--- src/rtl/mem_access_unit_pkg.sv ---
// Shared types and constants for the MEM-stage data-memory access unit.
// Size codes, cause codes, FSM states and the registered bundles.
package mem_access_unit_pkg;

    localparam int NBITS   = 32;
    localparam int TNBITS  = 2;
    localparam int TIMEOUT = 15;
    localparam int CW      = $clog2(TIMEOUT + 1);

    localparam logic [TNBITS-1:0] SZ_WORD = 2'b00;
    localparam logic [TNBITS-1:0] SZ_BYTE = 2'b01;
    localparam logic [TNBITS-1:0] SZ_HALF = 2'b10;
    localparam logic [TNBITS-1:0] SZ_ILL  = 2'b11;

    typedef enum logic [1:0] {
        C_OK  = 2'b00,
        C_MIS = 2'b01,
        C_TMO = 2'b10,
        C_ILL = 2'b11
    } cause_t;

    typedef enum logic {
        IDLE = 1'b0,
        REQ  = 1'b1
    } state_t;

    typedef struct packed {
        logic              req;
        logic              we;
        logic [NBITS-1:0]  addr;
        logic [NBITS-1:0]  wdata;
        logic [3:0]        be;
        logic [1:0]        off;
        logic [TNBITS-1:0] size;
        logic              cero;
    } req_t;

    typedef struct packed {
        logic              valid;
        logic [NBITS-1:0]  data;
        logic [TNBITS-1:0] size;
        logic              cero;
        cause_t            cause;
    } wb_t;

    function automatic logic aligned(
        input logic [TNBITS-1:0] sz,
        input logic [1:0]        a
    );
        logic ok;
        unique case (sz)
            SZ_HALF: ok = !a[0];
            SZ_WORD: ok = (a == 2'b00);
            default: ok = 1'b1;
        endcase
        return ok;
    endfunction

endpackage

--- src/rtl/mem_access_unit_if.sv ---
// Data-memory bus between the MEM stage (master) and memory (slave).
// Request fields are held stable while mem_req is high.
interface mem_access_unit_if;
    import mem_access_unit_pkg::*;

    logic             mem_req;
    logic             mem_we;
    logic [NBITS-1:0] mem_addr;
    logic [NBITS-1:0] mem_wdata;
    logic [3:0]       mem_be;
    logic             mem_ready;
    logic [NBITS-1:0] mem_rdata;

    modport master (
        output mem_req, mem_we, mem_addr, mem_wdata, mem_be,
        input  mem_ready, mem_rdata
    );

    modport slave (
        input  mem_req, mem_we, mem_addr, mem_wdata, mem_be,
        output mem_ready, mem_rdata
    );

endinterface

--- src/rtl/mem_access_unit_byte_lane_align.sv ---
// Combinational lane steering: store replication / byte enables
// and right-alignment of the loaded word.
module mem_access_unit_byte_lane_align
    import mem_access_unit_pkg::*;
(
    input  logic [1:0]        off,
    input  logic [TNBITS-1:0] size,
    input  logic [NBITS-1:0]  store_data,
    input  logic [NBITS-1:0]  rdata,
    output logic [3:0]        be,
    output logic [NBITS-1:0]  wdata,
    output logic [NBITS-1:0]  load_data
);

    always_comb begin
        be    = 4'b1111;
        wdata = store_data;
        unique case (size)
            SZ_BYTE: begin
                be    = 4'b0001 << off;
                wdata = {4{store_data[7:0]}};
            end
            SZ_HALF: begin
                be    = off[1] ? 4'b1100 : 4'b0011;
                wdata = {2{store_data[15:0]}};
            end
            default: begin
                be    = 4'b1111;
                wdata = store_data;
            end
        endcase
    end

    // Upper bits are left as-is; the WB filter does the extension.
    assign load_data = rdata >> {off, 3'b000};

endmodule

--- src/rtl/mem_access_unit.sv ---
// MEM stage: one handshaked data-memory access per load/store,
// pipeline stall until memory answers, registered result to WB.
module mem_access_unit
    import mem_access_unit_pkg::*;
(
    input  logic               i_clk,
    input  logic               i_reset,
    input  logic               i_valid,
    input  logic               i_mem_read,
    input  logic               i_mem_write,
    input  logic [NBITS-1:0]   i_addr,
    input  logic [NBITS-1:0]   i_store_data,
    input  logic [TNBITS-1:0]  i_size,
    input  logic               i_cero,
    input  logic               i_flush,
    output logic               o_stall,
    mem_access_unit_if.master  bus,
    output logic               o_valid,
    output logic [NBITS-1:0]   o_data,
    output logic [TNBITS-1:0]  o_size,
    output logic               o_cero,
    output logic [1:0]         o_cause
);

    state_t          state_q, state_d;
    logic [CW-1:0]   cnt_q, cnt_d;
    logic            flush_q, flush_d;
    req_t            rq_q, rq_d;
    wb_t             wb_q, wb_d;

    logic              is_mem, rw_ok, size_ok, legal;
    logic              done, drop;
    logic [1:0]        a_off;
    logic [TNBITS-1:0] a_size;
    logic [3:0]        a_be;
    logic [NBITS-1:0]  a_wdata, a_load;

    assign is_mem  = i_mem_read | i_mem_write;
    assign rw_ok   = i_mem_read ^ i_mem_write;
    assign size_ok = (i_size != SZ_ILL);
    assign legal   = i_valid & rw_ok & size_ok
                   & aligned(i_size, i_addr[1:0]);

    // Store side uses the incoming op, load side the latched one.
    assign a_off  = (state_q == REQ) ? rq_q.off  : i_addr[1:0];
    assign a_size = (state_q == REQ) ? rq_q.size : i_size;

    mem_access_unit_byte_lane_align u_align (
        .off        (a_off),
        .size       (a_size),
        .store_data (i_store_data),
        .rdata      (bus.mem_rdata),
        .be         (a_be),
        .wdata      (a_wdata),
        .load_data  (a_load)
    );

    always_comb begin
        state_d  = state_q;
        cnt_d    = cnt_q;
        flush_d  = flush_q;
        rq_d     = rq_q;
        wb_d     = wb_q;
        wb_d.valid = 1'b0;
        o_stall  = 1'b0;
        done     = 1'b0;
        drop     = 1'b0;
        unique case (state_q)
            IDLE: begin
                if (i_valid && !i_flush) begin
                    if (legal) begin
                        state_d    = REQ;
                        o_stall    = 1'b1;
                        cnt_d      = '0;
                        flush_d    = 1'b0;
                        rq_d.req   = 1'b1;
                        rq_d.we    = i_mem_write;
                        rq_d.addr  = {i_addr[NBITS-1:2], 2'b00};
                        rq_d.wdata = i_mem_write ? a_wdata : '0;
                        rq_d.be    = i_mem_write ? a_be : 4'b1111;
                        rq_d.off   = i_addr[1:0];
                        rq_d.size  = i_size;
                        rq_d.cero  = i_cero;
                    end else begin
                        wb_d.valid = 1'b1;
                        wb_d.data  = is_mem ? '0 : i_addr;
                        wb_d.size  = i_size;
                        wb_d.cero  = i_cero;
                        if (!is_mem)
                            wb_d.cause = C_OK;
                        else if (!rw_ok || !size_ok)
                            wb_d.cause = C_ILL;
                        else
                            wb_d.cause = C_MIS;
                    end
                end
            end
            REQ: begin
                o_stall = !bus.mem_ready;
                flush_d = flush_q | i_flush;
                drop    = flush_q | i_flush;
                if (bus.mem_ready) begin
                    done = 1'b1;
                    if (!drop) begin
                        wb_d.data  = rq_q.we ? '0 : a_load;
                        wb_d.cause = C_OK;
                    end
                end else if (cnt_q == CW'(TIMEOUT - 1)) begin
                    done = 1'b1;
                    if (!drop) begin
                        wb_d.data  = '0;
                        wb_d.cause = C_TMO;
                    end
                end else begin
                    cnt_d = cnt_q + 1'b1;
                end
                if (done) begin
                    state_d = IDLE;
                    cnt_d   = '0;
                    flush_d = 1'b0;
                    rq_d    = '0;
                    if (!drop) begin
                        wb_d.valid = 1'b1;
                        wb_d.size  = rq_q.size;
                        wb_d.cero  = rq_q.cero;
                    end
                end
            end
            default: state_d = IDLE;
        endcase
    end

    always_ff @(posedge i_clk or posedge i_reset) begin
        if (i_reset) begin
            state_q <= IDLE;
            cnt_q   <= '0;
            flush_q <= 1'b0;
            rq_q    <= '0;
            wb_q    <= '0;
        end else begin
            state_q <= state_d;
            cnt_q   <= cnt_d;
            flush_q <= flush_d;
            rq_q    <= rq_d;
            wb_q    <= wb_d;
        end
    end

    assign bus.mem_req   = rq_q.req;
    assign bus.mem_we    = rq_q.we;
    assign bus.mem_addr  = rq_q.addr;
    assign bus.mem_wdata = rq_q.wdata;
    assign bus.mem_be    = rq_q.be;

    assign o_valid = wb_q.valid;
    assign o_data  = wb_q.data;
    assign o_size  = wb_q.size;
    assign o_cero  = wb_q.cero;
    assign o_cause = wb_q.cause;

endmodule
--- src/flat_wrapper.sv ---
// flat-port wrapper written by rule: the top's interface ports become plain ports
module mem_access_unit_flat import mem_access_unit_pkg::*;
  (i_clk, i_reset, i_valid, i_mem_read, i_mem_write, i_addr, i_store_data, i_size, i_cero, i_flush, o_stall, o_valid, o_data, o_size, o_cero, o_cause, bus_mem_req, bus_mem_we, bus_mem_addr, bus_mem_wdata, bus_mem_be, bus_mem_ready, bus_mem_rdata);
  mem_access_unit_if bus_i ();
  input  logic i_clk;
  input  logic i_reset;
  input  logic i_valid;
  input  logic i_mem_read;
  input  logic i_mem_write;
  input  logic [NBITS-1:0] i_addr;
  input  logic [NBITS-1:0] i_store_data;
  input  logic [TNBITS-1:0] i_size;
  input  logic i_cero;
  input  logic i_flush;
  output logic o_stall;
  output logic o_valid;
  output logic [NBITS-1:0] o_data;
  output logic [TNBITS-1:0] o_size;
  output logic o_cero;
  output logic [1:0] o_cause;
  output wire logic [$bits(bus_i.mem_req)-1:0] bus_mem_req;
  output wire logic [$bits(bus_i.mem_we)-1:0] bus_mem_we;
  output wire logic [$bits(bus_i.mem_addr)-1:0] bus_mem_addr;
  output wire logic [$bits(bus_i.mem_wdata)-1:0] bus_mem_wdata;
  output wire logic [$bits(bus_i.mem_be)-1:0] bus_mem_be;
  input wire logic [$bits(bus_i.mem_ready)-1:0] bus_mem_ready;
  input wire logic [$bits(bus_i.mem_rdata)-1:0] bus_mem_rdata;
  assign bus_mem_req = bus_i.mem_req;
  assign bus_mem_we = bus_i.mem_we;
  assign bus_mem_addr = bus_i.mem_addr;
  assign bus_mem_wdata = bus_i.mem_wdata;
  assign bus_mem_be = bus_i.mem_be;
  assign bus_i.mem_ready = bus_mem_ready;
  assign bus_i.mem_rdata = bus_mem_rdata;
  mem_access_unit u_core (.i_clk(i_clk), .i_reset(i_reset), .i_valid(i_valid), .i_mem_read(i_mem_read), .i_mem_write(i_mem_write), .i_addr(i_addr), .i_store_data(i_store_data), .i_size(i_size), .i_cero(i_cero), .i_flush(i_flush), .o_stall(o_stall), .bus(bus_i), .o_valid(o_valid), .o_data(o_data), .o_size(o_size), .o_cero(o_cero), .o_cause(o_cause));
endmodule
--- config.mk ---
export PLATFORM = sky130hd
export DESIGN_NAME = mem_access_unit_flat
export DESIGN_NICKNAME = d
export VERILOG_FILES = /design/src/rtl/mem_access_unit_pkg.sv /design/src/rtl/mem_access_unit_if.sv /design/src/rtl/mem_access_unit_byte_lane_align.sv /design/src/rtl/mem_access_unit.sv /design/src/flat_wrapper.sv
export SDC_FILE = /design/constraint.sdc
export NUM_CORES = 1
export LEC_CHECK = 0
export CAP_MARGIN = 10
export CORE_MARGIN = 2
export CORE_UTILIZATION = 42
export DETAILED_ROUTE_END_ITERATION = 10
export PLACE_DENSITY = 0.83
export SLEW_MARGIN = 0
export SYNTH_ARGS = -nofsm -noshare
export SYNTH_HDL_FRONTEND = slang
export SYNTH_SLANG_ARGS = --single-unit
--- constraint.sdc ---
create_clock -name i_clk -period 3.4 [get_ports i_clk]
set_input_delay 0.34 -clock i_clk [delete_from_list [all_inputs] [get_ports i_clk]]
set_output_delay 0.34 -clock i_clk [all_outputs]
set_load 0.1 [all_outputs]
After elaboration in Yosys (flattened, before gate mapping)
Index checks and enable logic that the tools add are counted.
{"block": "op_classes", "eq_ne": 13, "muxes": 49, "add_sub_neg": 1, "reduce_logical": 14, "bitwise_logic": 7, "shifts": 2}
{"op": "2-to-1 mux 75 bit", "count": 3}
{"op": "2-to-1 mux 32 bit", "count": 7}
{"op": "case mux 75 bit (2 select lines)", "count": 1}
{"op": "2-to-1 mux 38 bit", "count": 2}
{"op": "case mux 38 bit (2 select lines)", "count": 1}
{"op": "case mux 32 bit (2 select lines)", "count": 1}
{"op": ">> shifter 32 x 5 -> 32 bit", "count": 1}
{"op": "2-to-1 mux 4 bit", "count": 7}
{"op": "2-to-1 mux 2 bit", "count": 8}
{"op": "case mux 4 bit (2 select lines)", "count": 2}
{"op": "AND reduction 4 bit", "count": 3}
{"op": "2-to-1 mux 1 bit", "count": 11}
{"op": "inequality test 3 bit (second input constant)", "count": 3}
{"op": "inequality test 2 bit (second input constant)", "count": 4}
{"op": "case mux 1 bit (2 select lines)", "count": 4}
{"op": "2-to-1 mux 3 bit", "count": 2}
{"op": "zero test 1 bit", "count": 5}
{"op": "adder 4 x 1 -> 4 bit (second input constant)", "count": 1}
{"op": "== test 2 bit (second input constant)", "count": 2}
{"op": "== test 4 bit (second input constant)", "count": 1}
{"op": "zero test 2 bit", "count": 2}
{"op": "inequality test 2 x 1 -> 1 bit (second input constant)", "count": 2}
{"op": "<< shifter 1 x 2 -> 4 bit (first input constant)", "count": 1}
{"op": "bitwise AND 1 bit", "count": 3}
{"op": "8 further kinds", "count": 9}
{"block": "word_totals", "reg_bits": 119, "elab_cells": 102, "in_bits": 106, "output_inout_bits": 109}

Logic depth before layout (Yosys ltp)
Gate-level depths: netlist of the first run.
{"block": "depth", "ltp_word": 8, "ltp_mapped": 11, "ltp_nobuf": 8}

Modules after synthesis
Synthesis of the first run repeated with hierarchy kept, for this count alone.
{"block": "hier_totals", "cells_unflattened": 737, "area_unflattened_um2": 6845.3}
{"module": "mem_access_unit", "n_inst": 1, "cells_per_inst": 564, "seq_area_each_um2": 2927.8, "area_per_inst_um2": 5773.0}
{"module": "mem_access_unit_byte_lane_align", "n_inst": 1, "cells_per_inst": 173, "seq_area_each_um2": 0.0, "area_per_inst_um2": 1072.3}

Least setup slack after synthesis of the first run
No wires, ideal clock.
{"block": "synth_timing", "path_type": "input-to-output", "from": "in i_mem_write", "to": "out o_stall", "t_arrival_ns": 3.284, "stages": 6, "t_required_ns": 3.060, "path_buffers": 0, "path_slack_ns": -0.224, "cell_sequence": "inv_1 ha_1 a21boi_2 and2_1 nand2_1 o21ai_0"}
{"block": "synth_via", "elab_chain_cells": 7}
{"element": "start, declared", "line_no": "flat_wrapper.sv:9", "rtl": "input logic i_mem_write;"}
{"element": "XOR 1 bit", "line_no": "mem_access_unit.sv:39", "rtl": "assign rw_ok = i_mem_read ^ i_mem_write;"}
{"element": "bitwise AND 1 bit (2 in a row)", "line_no": "mem_access_unit.sv:41", "rtl": "assign legal = i_valid & rw_ok & size_ok"}
{"element": "bitwise AND 1 bit", "line_no": "mem_access_unit.sv:42", "rtl": "& aligned(i_size, i_addr[1:0]);"}
{"element": "2-to-1 mux 1 bit", "line_no": "mem_access_unit.sv:71", "rtl": "if (legal) begin"}
{"element": "2-to-1 mux 1 bit", "line_no": "mem_access_unit.sv:70", "rtl": "if (i_valid && !i_flush) begin"}
{"element": "case mux 1 bit (2 select lines)", "line_no": "mem_access_unit.sv:68", "rtl": "unique case (state_q)"}
{"element": "end, declared", "line_no": "flat_wrapper.sv:15", "rtl": "output logic o_stall;"}
Every way passes these cells.

Worst setup path in the final report of the first run
Same ends and word-level chain as after synthesis.

==> flow_metrics.env, run 1 <==
export IMPL_outcome="finished, final reports clean"
export IMPL_drt_pre_antenna_iters=5
export IMPL_fill_cells=1209
export IMPL_ys_ff_latch=117
export IMPL_p_int_mw=3.47
export IMPL_worstPathArrival_ns=2.28
export IMPL_wl_per_cell_um=20.3
export IMPL_root_buffer="clkbuf_16"
export IMPL_clkLatencyLatePin_ns=0.42
export IMPL_drv_cap=0
export IMPL_setup_viol=0
export IMPL_r2r_end="u_core.bus.mem_wdata[25]"
export IMPL_synth_edff_count=0
export IMPL_peakVddDrop_mv=0.647
export IMPL_p_clk_frac=0.313
export IMPL_diodes=0
export IMPL_dpl_hpwl_um=13700
export IMPL_io_pins=215
export IMPL_drt_initial_drc_count=370
export IMPL_die_x_um=126
export IMPL_grt_max_degree=51
export IMPL_critPathCapture="o_stall"
export IMPL_routabilityCongestion=0.901
export IMPL_max_slew_worst_pin_slew_ns=1.04
export IMPL_final_net_count=838
export IMPL_synth_area_per_cell_sq_um=10.8
export IMPL_ys_seq_area_frac=0.467
export IMPL_fin_crit_ns=2.62
export IMPL_drcViolationCount=0
export IMPL_layout_drive_gt1_share=0.118
export IMPL_period_share=0.772
export IMPL_postCtsHoldBufs=0
export IMPL_die_y_um=126
export IMPL_final_util=0.602
export IMPL_synth_cells=582
export IMPL_core_area_sq_um=14500
export IMPL_clock_sinks=117
export IMPL_ant_nets=0
export IMPL_cts_made_buffers=17
export IMPL_io_buffers=212
export IMPL_antenna_found_initial=0
export IMPL_tritoncts="built"
export IMPL_grt_setup_unrepaired="no"
export IMPL_startpoint="i_mem_write"
export IMPL_syn_to_final_growth_pct=39.6
export IMPL_crit_type="in -> out"
export IMPL_cts_resized=0
export IMPL_endpoint_kind="primary output"
export IMPL_hold_violations=0
export IMPL_row_count=44
export IMPL_groute_usage_overall=0.236
export IMPL_p_total_mw=6.00
export IMPL_grt_ovfl_total=0
export IMPL_synth_ff_type="dfrtp_1"
export IMPL_async_flop_share=1.00
export IMPL_post_cts_setup_buffers=0
export IMPL_ff2ff_setup_slack_ns=0.81
export IMPL_maxSlewHeadroom=0.302
export IMPL_syn_area_sq_um=6270
export IMPL_drv_slew=0
export IMPL_initial_core_util=0.431
export IMPL_grt_pass1_vias=5336
export IMPL_clkTransAtPathRegs_ns=0.05
export IMPL_power_switching_mw=2.53
export IMPL_ys_types=52
export IMPL_vias=5187
export IMPL_yosysWarnings=0
export IMPL_drt_total_wl_um=18800
export IMPL_combinationalPowerShare=0.395
export IMPL_sw_frac_of_total=0.422
export IMPL_cts_path_max_buffers=2
export IMPL_finalSetupTns_ns=0
export IMPL_r2r_cells=8
export IMPL_layout_cells_non_filler=924
export IMPL_dp_cells=892
export IMPL_routed_via_density=5.61
export IMPL_powerDensity_nw_per_um2=686
export IMPL_grt_pass1_wl_um=29400
export IMPL_fin_skew_ns=0.00682
export IMPL_h_tree_depth=4
export IMPL_start_kind="primary input"
export IMPL_hold_class="reg -> reg"
export IMPL_max_freq_mhz=381
export IMPL_pwr_share_seq=0.291
export IMPL_holdWs_ns=0.489
export IMPL_rr_startpoint="u_core.state_q"
export IMPL_p_leak_nw=3.74
export IMPL_worstPathRequired_ns=3.06
export IMPL_crit_path_max_fanout=7
export IMPL_die_area_sq_um=15900
==> worst max-delay path, stage by stage <==
cell	delay, ns
clkdlybuf4s50_1	0.49
inv_1	0.09
ha_1	0.28
a21boi_2	0.19
and2_1	0.20
nand2_1	0.19
o21ai_1	0.30
buf_12	0.21
==> cells in the mapped netlist, drive strengths merged (13+ instances only) <==
library cell,n,area (sq um)
a21oi,28,144
a22o,51,447
buf,88,642
clkbuf,13,48.8
dfrtp,117,2930
inv,22,82.6
mux2,26,308
mux2i,39,403
nand2,25,96.4
nand2b,28,178
nor2,16,72.6
o21ai,40,200
o22ai,16,100
o2bb2ai,15,131
==> worst min-delay path by stage <==
| stage | slack, ns | depth (start not counted) | from | to |
|---|---|---|---|---|
| floorplan | 0.45 | 2 | u_core.flush_q | u_core.flush_q |
| global placement | 0.47 | 1 | u_core.bus.mem_req | u_core.bus.mem_req |
| detailed placement | 0.48 | 2 | u_core.flush_q | u_core.flush_q |
| CTS | 0.49 | 2 | u_core.flush_q | u_core.flush_q |
| global route | 0.52 | 1 | u_core.bus.mem_req | u_core.bus.mem_req |
| finish | 0.49 | 2 | u_core.flush_q | u_core.flush_q |
==> per-layer routing <==
layer / share of wire / GRT usage / wire (um)
met1: 0.42 / 0.314 / 7940
met2: 0.48 / 0.368 / 9000
met4: 0.032 / 0.113 / 593
met3: 0.065 / 0.0514 / 1220
met5: 0 / 0 / 0
==> power by group through the flow <==
stage          sequential, mW  combinational (mW)  clock [mW]
2_1_floorplan            1.99                1.69           0
3_3_place_gp             1.76                2.35           0
3_5_place_dp             1.77                2.37           0
4_1_cts                  1.75                2.38        1.90
5_1_grt                  1.77                2.45        1.95
6_report                 1.75                2.37        1.88
==> flip-flops by register name, summed over array words and instances, names as in the netlist <==
signal                flops
u_core.bus.mem_req        1
u_core.o_size             2
u_core.flush_q            1
u_core.rq_q               5
u_core.state_q            1
u_core.cnt_q              4
u_core.o_data            32
u_core.o_valid            1
u_core.o_cero             1
u_core.bus.mem_we         1
u_core.bus.mem_addr      30
u_core.o_cause            2
u_core.bus.mem_wdata     32
u_core.bus.mem_be         4
==> cell families (layout without fill, tap and decap cells) <==
kind of cell,after synthesis,after routing,synth area share
XOR/XNOR,1,1,0.00140
flip-flops,117,117,0.467
AO/OA/AOI/OAI,179,179,0.204
other,1,2,0.000598
adder cells (fa/ha/maj),5,5,0.00998
AND/OR/NAND/NOR,91,91,0.0808
multiplexers,65,65,0.113
buffers and inverters,123,280,0.123
==> through the flow <==
step / instance area [sq um] / worst slack, ns
final: 8750 / 0.776
after global routing: 8750 / 0.582
after CTS: 8750 / 0.788
after detailed placement: 8120 / 0.523
after global placement: 8120 / 0.589
after floorplan: 6280 / 0.535
==> layout by cell type, fill, tap and decap left out, types with 3 or more instances in the layout <==
master             n
ha_1               5
clkinv_4           3
clkdlybuf4s50_1  211
a32o_1             3
o22ai_1           16
a31oi_1            3
clkbuf_8           4
mux2_4             4
o21ai_0           38
clkinvlp_4         4
nand2b_1          27
o2bb2ai_1         15
a21o_1             3
a22o_1            51
nor2_1            13
nand2_1           24
bufinv_16          3
dfrtp_1          117
mux2i_1           38
nor2b_1            5
a21oi_1           27
buf_12             5
clkbuf_16         17
buf_4             10
nor3b_1            8
a221oi_1           8
mux2_2            22
inv_1             21
==> layout make-up <==
cell class / count / area [sq um] / share of cell area
sequential: 117 / 2930 / 0.335
multi-input combinational: 343 / 2590 / 0.296
timing repair buffer: 226 / 2290 / 0.261
clock buffer: 21 / 480 / 0.0549
tap: 184 / 230 / 0.0263
clock inverter: 11 / 149 / 0.0170
inverter: 22 / 86.3 / 0.00986
Power figures use the tool's default switching activity.
==> run 2: changes to the inputs <==
--- a/config.mk
+++ b/config.mk
@@ -7,9 +7,9 @@
 export LEC_CHECK = 0
 export CAP_MARGIN = 10
 export CORE_MARGIN = 2
-export CORE_UTILIZATION = 42
+export CORE_UTILIZATION = 46
 export DETAILED_ROUTE_END_ITERATION = 10
-export PLACE_DENSITY = 0.83
+export PLACE_DENSITY = 0.86
 export SLEW_MARGIN = 0
 export SYNTH_ARGS = -nofsm -noshare
 export SYNTH_HDL_FRONTEND = slang
==> constraint.sdc (replaced) <==
create_clock -name i_clk -period 2.65 [get_ports i_clk]
set_input_delay 0.265 -clock i_clk [delete_from_list [all_inputs] [get_ports i_clk]]
set_output_delay 0.265 -clock i_clk [all_outputs]
set_load 0.1 [all_outputs]
==> run 2 against run 1 <==
  * Routed wire length shrank 2.7%
  * Critical endpoint unchanged
  * Design area shrank 3.0%
  * Sequential power grew 28%
  * Cell count is the same
  * Critical path type unchanged
  * Largest power group unchanged
  * Sequential share of layout area grew 1.0 points
  * Power grew 23%
  * Clock power grew 14%
  * Register-to-register slack lost 0.38 ns
  * Clock skew grew 0.0020 ns
  * Flip-flop and latch count is the same
  * Worst hold slack lost 0.23 ns
  * Count of clock-buffer cells in the layout grew 1
==> flow_metrics.env, run 2 (synthesized netlist as in run 1, its figures left out) <==
export IMPL_outcome="finished, final reports clean"
export IMPL_ant_nets=0
export IMPL_grt_max_degree=53
export IMPL_holdWs_ns=0.262
export IMPL_cts_path_max_buffers=2
export IMPL_max_slew_worst_pin_slew_ns=1.19
export IMPL_ff2ff_setup_slack_ns=0.43
export IMPL_max_freq_mhz=407
export IMPL_regArea_sq_um=2930
export IMPL_grt_ovfl_total=0
export IMPL_dp_cells=892
export IMPL_drv_cap=0
export IMPL_crit_type="in -> out"
export IMPL_cts_made_buffers=17
export IMPL_initial_core_util=0.472
export IMPL_post_cts_setup_buffers=0
export IMPL_final_cell_mix="122 x buf_4, 117 x dfrtp_1, 105 x clkdlybuf4s50_1"
export IMPL_hold_class="in -> async"
export IMPL_groute_usage_overall=0.254
export IMPL_drt_pre_antenna_iters=7
export IMPL_h_tree_depth=4
export IMPL_io_pins=215
export IMPL_grt_setup_unrepaired="no"
export IMPL_pre_cts_ws_ns=-0.124
export IMPL_layout_cells_non_filler=924
export IMPL_p_total_mw=7.36
export IMPL_multiInputGateArea_sq_um=2590
export IMPL_rr_startpoint="u_core.state_q"
export IMPL_layout_drive_gt1_share=0.266
export IMPL_final_common_cell="buf_4"
export IMPL_drcViolationCount=0
export IMPL_crit_cells=9
export IMPL_die_x_um=121
export IMPL_final_util=0.638
export IMPL_startpoint="i_mem_write"
export IMPL_grt_pass1_wl_um=28200
export IMPL_clkTransAtPathRegs_ns=0.05
export IMPL_endpoint_kind="primary output"
export IMPL_final_net_count=846
export IMPL_io_buffers=212
export IMPL_postCtsHoldBufs=0
export IMPL_worstPathRequired_ns=2.38
export IMPL_r2r_end="u_core.bus.mem_addr[21]"
export IMPL_diodes=0
export IMPL_vias=5224
export IMPL_start_kind="primary input"
export IMPL_wl_per_cell_um=19.8
export IMPL_hold_violations=0
export IMPL_worstPathArrival_ns=2.19
export IMPL_drt_total_wl_um=18300
export IMPL_path_cells="clkdlybuf4s50_1, inv_1, ha_1, a21boi_2, and2_1, nand2_1, buf_4, o21ai_1, buf_12"
export IMPL_finalInstanceArea_sq_um=8490
export IMPL_antenna_found_initial=0
export IMPL_place_area_sq_um=7930
export IMPL_fin_skew_ns=0.00877
export IMPL_grt_pass1_vias=5169
export IMPL_cts_resized=0
export IMPL_r2r_cells=4
export IMPL_maxSlewHeadroom=0.203
export IMPL_drv_slew=0
export IMPL_root_buffer="clkbuf_16"
export IMPL_die_y_um=121
export IMPL_routed_via_density=5.65
export IMPL_critPathSlowestCell="clkdlybuf4s50_1"
export IMPL_die_area_sq_um=14600
export IMPL_syn_to_final_growth_pct=35.4
export IMPL_critPathMaxStageDelay_ns=0.48
export IMPL_core_area_sq_um=13300
export IMPL_clkLatencyLatePin_ns=0.42
export IMPL_critPathCapture="o_stall"
export IMPL_p_leak_nw=3.96
export IMPL_fin_ws_ns=0.194
export IMPL_routabilityCongestion=0.911
export IMPL_peakVddDrop_mv=0.794
export IMPL_clock_sinks=117
export IMPL_row_count=42
export IMPL_crit_path_max_fanout=6
export IMPL_tritoncts="built"
export IMPL_path_buf_inv=4
export IMPL_setup_viol=0
export IMPL_fin_crit_ns=2.46
export IMPL_finalSetupTns_ns=0
export IMPL_dpl_hpwl_um=13600
export IMPL_drt_initial_drc_count=366
export IMPL_period_share=0.927
export IMPL_fill_cells=1005
export IMPL_cp_top_family="buffers and inverters"
export IMPL_powerDensity_nw_per_um2=867
run 2: cell count changes in the layout (fill, tap and decap cells not counted), moves of 2 or more:
cell / before / now
buf_4: 10 / 122
clkdlybuf4s50_1: 211 / 105
clkinv_2: 2 / 7
clkinv_4: 3 / 0
buf_12: 5 / 7
bufinv_16: 3 / 1
clkbuf_1: 0 / 2
run 2: cell type report:
cell class | count | share of cell area
multi-input cells | 343 | 0.305
flip-flops and latches | 117 | 0.345
clock buffers | 22 | 0.0559
inverters | 22 | 0.0102
well taps | 176 | 0.0259
clock inverters | 10 | 0.00944
repair buffers | 234 | 0.248
run 2: worst min path at each step:
stage	start	endpoint	slack, ns	depth (start not counted)
floorplan	i_addr[10]	u_core.bus.mem_addr[10]	0.40	1
global placement	u_core.bus.mem_req	u_core.bus.mem_req	0.47	1
detailed placement	u_core.bus.mem_req	u_core.bus.mem_req	0.47	1
CTS	i_reset	u_core.bus.mem_addr[31]	0.26	2
global route	i_reset	u_core.bus.mem_addr[31]	0.30	2
finish	i_reset	u_core.bus.mem_addr[31]	0.26	2
run 2: report_power, final:
part,switching [mW],internal [mW]
Clock,0.794,1.35
Combinational,2.22,0.756
Sequential,0.187,2.05
Total,3.20,4.16
run 2: per-layer routing:
metal | GRT usage | up-vias | routed length [um]
met2 | 0.397 | 265 | 8800
met3 | 0.0599 | 48 | 1150
met4 | 0.117 | 0 | 598
li1 | - | 2348 | -
met1 | 0.334 | 2563 | 7720
met5 | 0 | - | 0
==> run 3: changes to the inputs <==
--- a/config.mk
+++ b/config.mk
@@ -9,6 +9,7 @@
 export CORE_MARGIN = 2
 export CORE_UTILIZATION = 46
 export DETAILED_ROUTE_END_ITERATION = 10
+export HOLD_SLACK_MARGIN = 0.15
 export PLACE_DENSITY = 0.86
 export SLEW_MARGIN = 0
 export SYNTH_ARGS = -nofsm -noshare
==> results of run 3 <==
Final layout, timing and power as in run 2 (identical DEF).
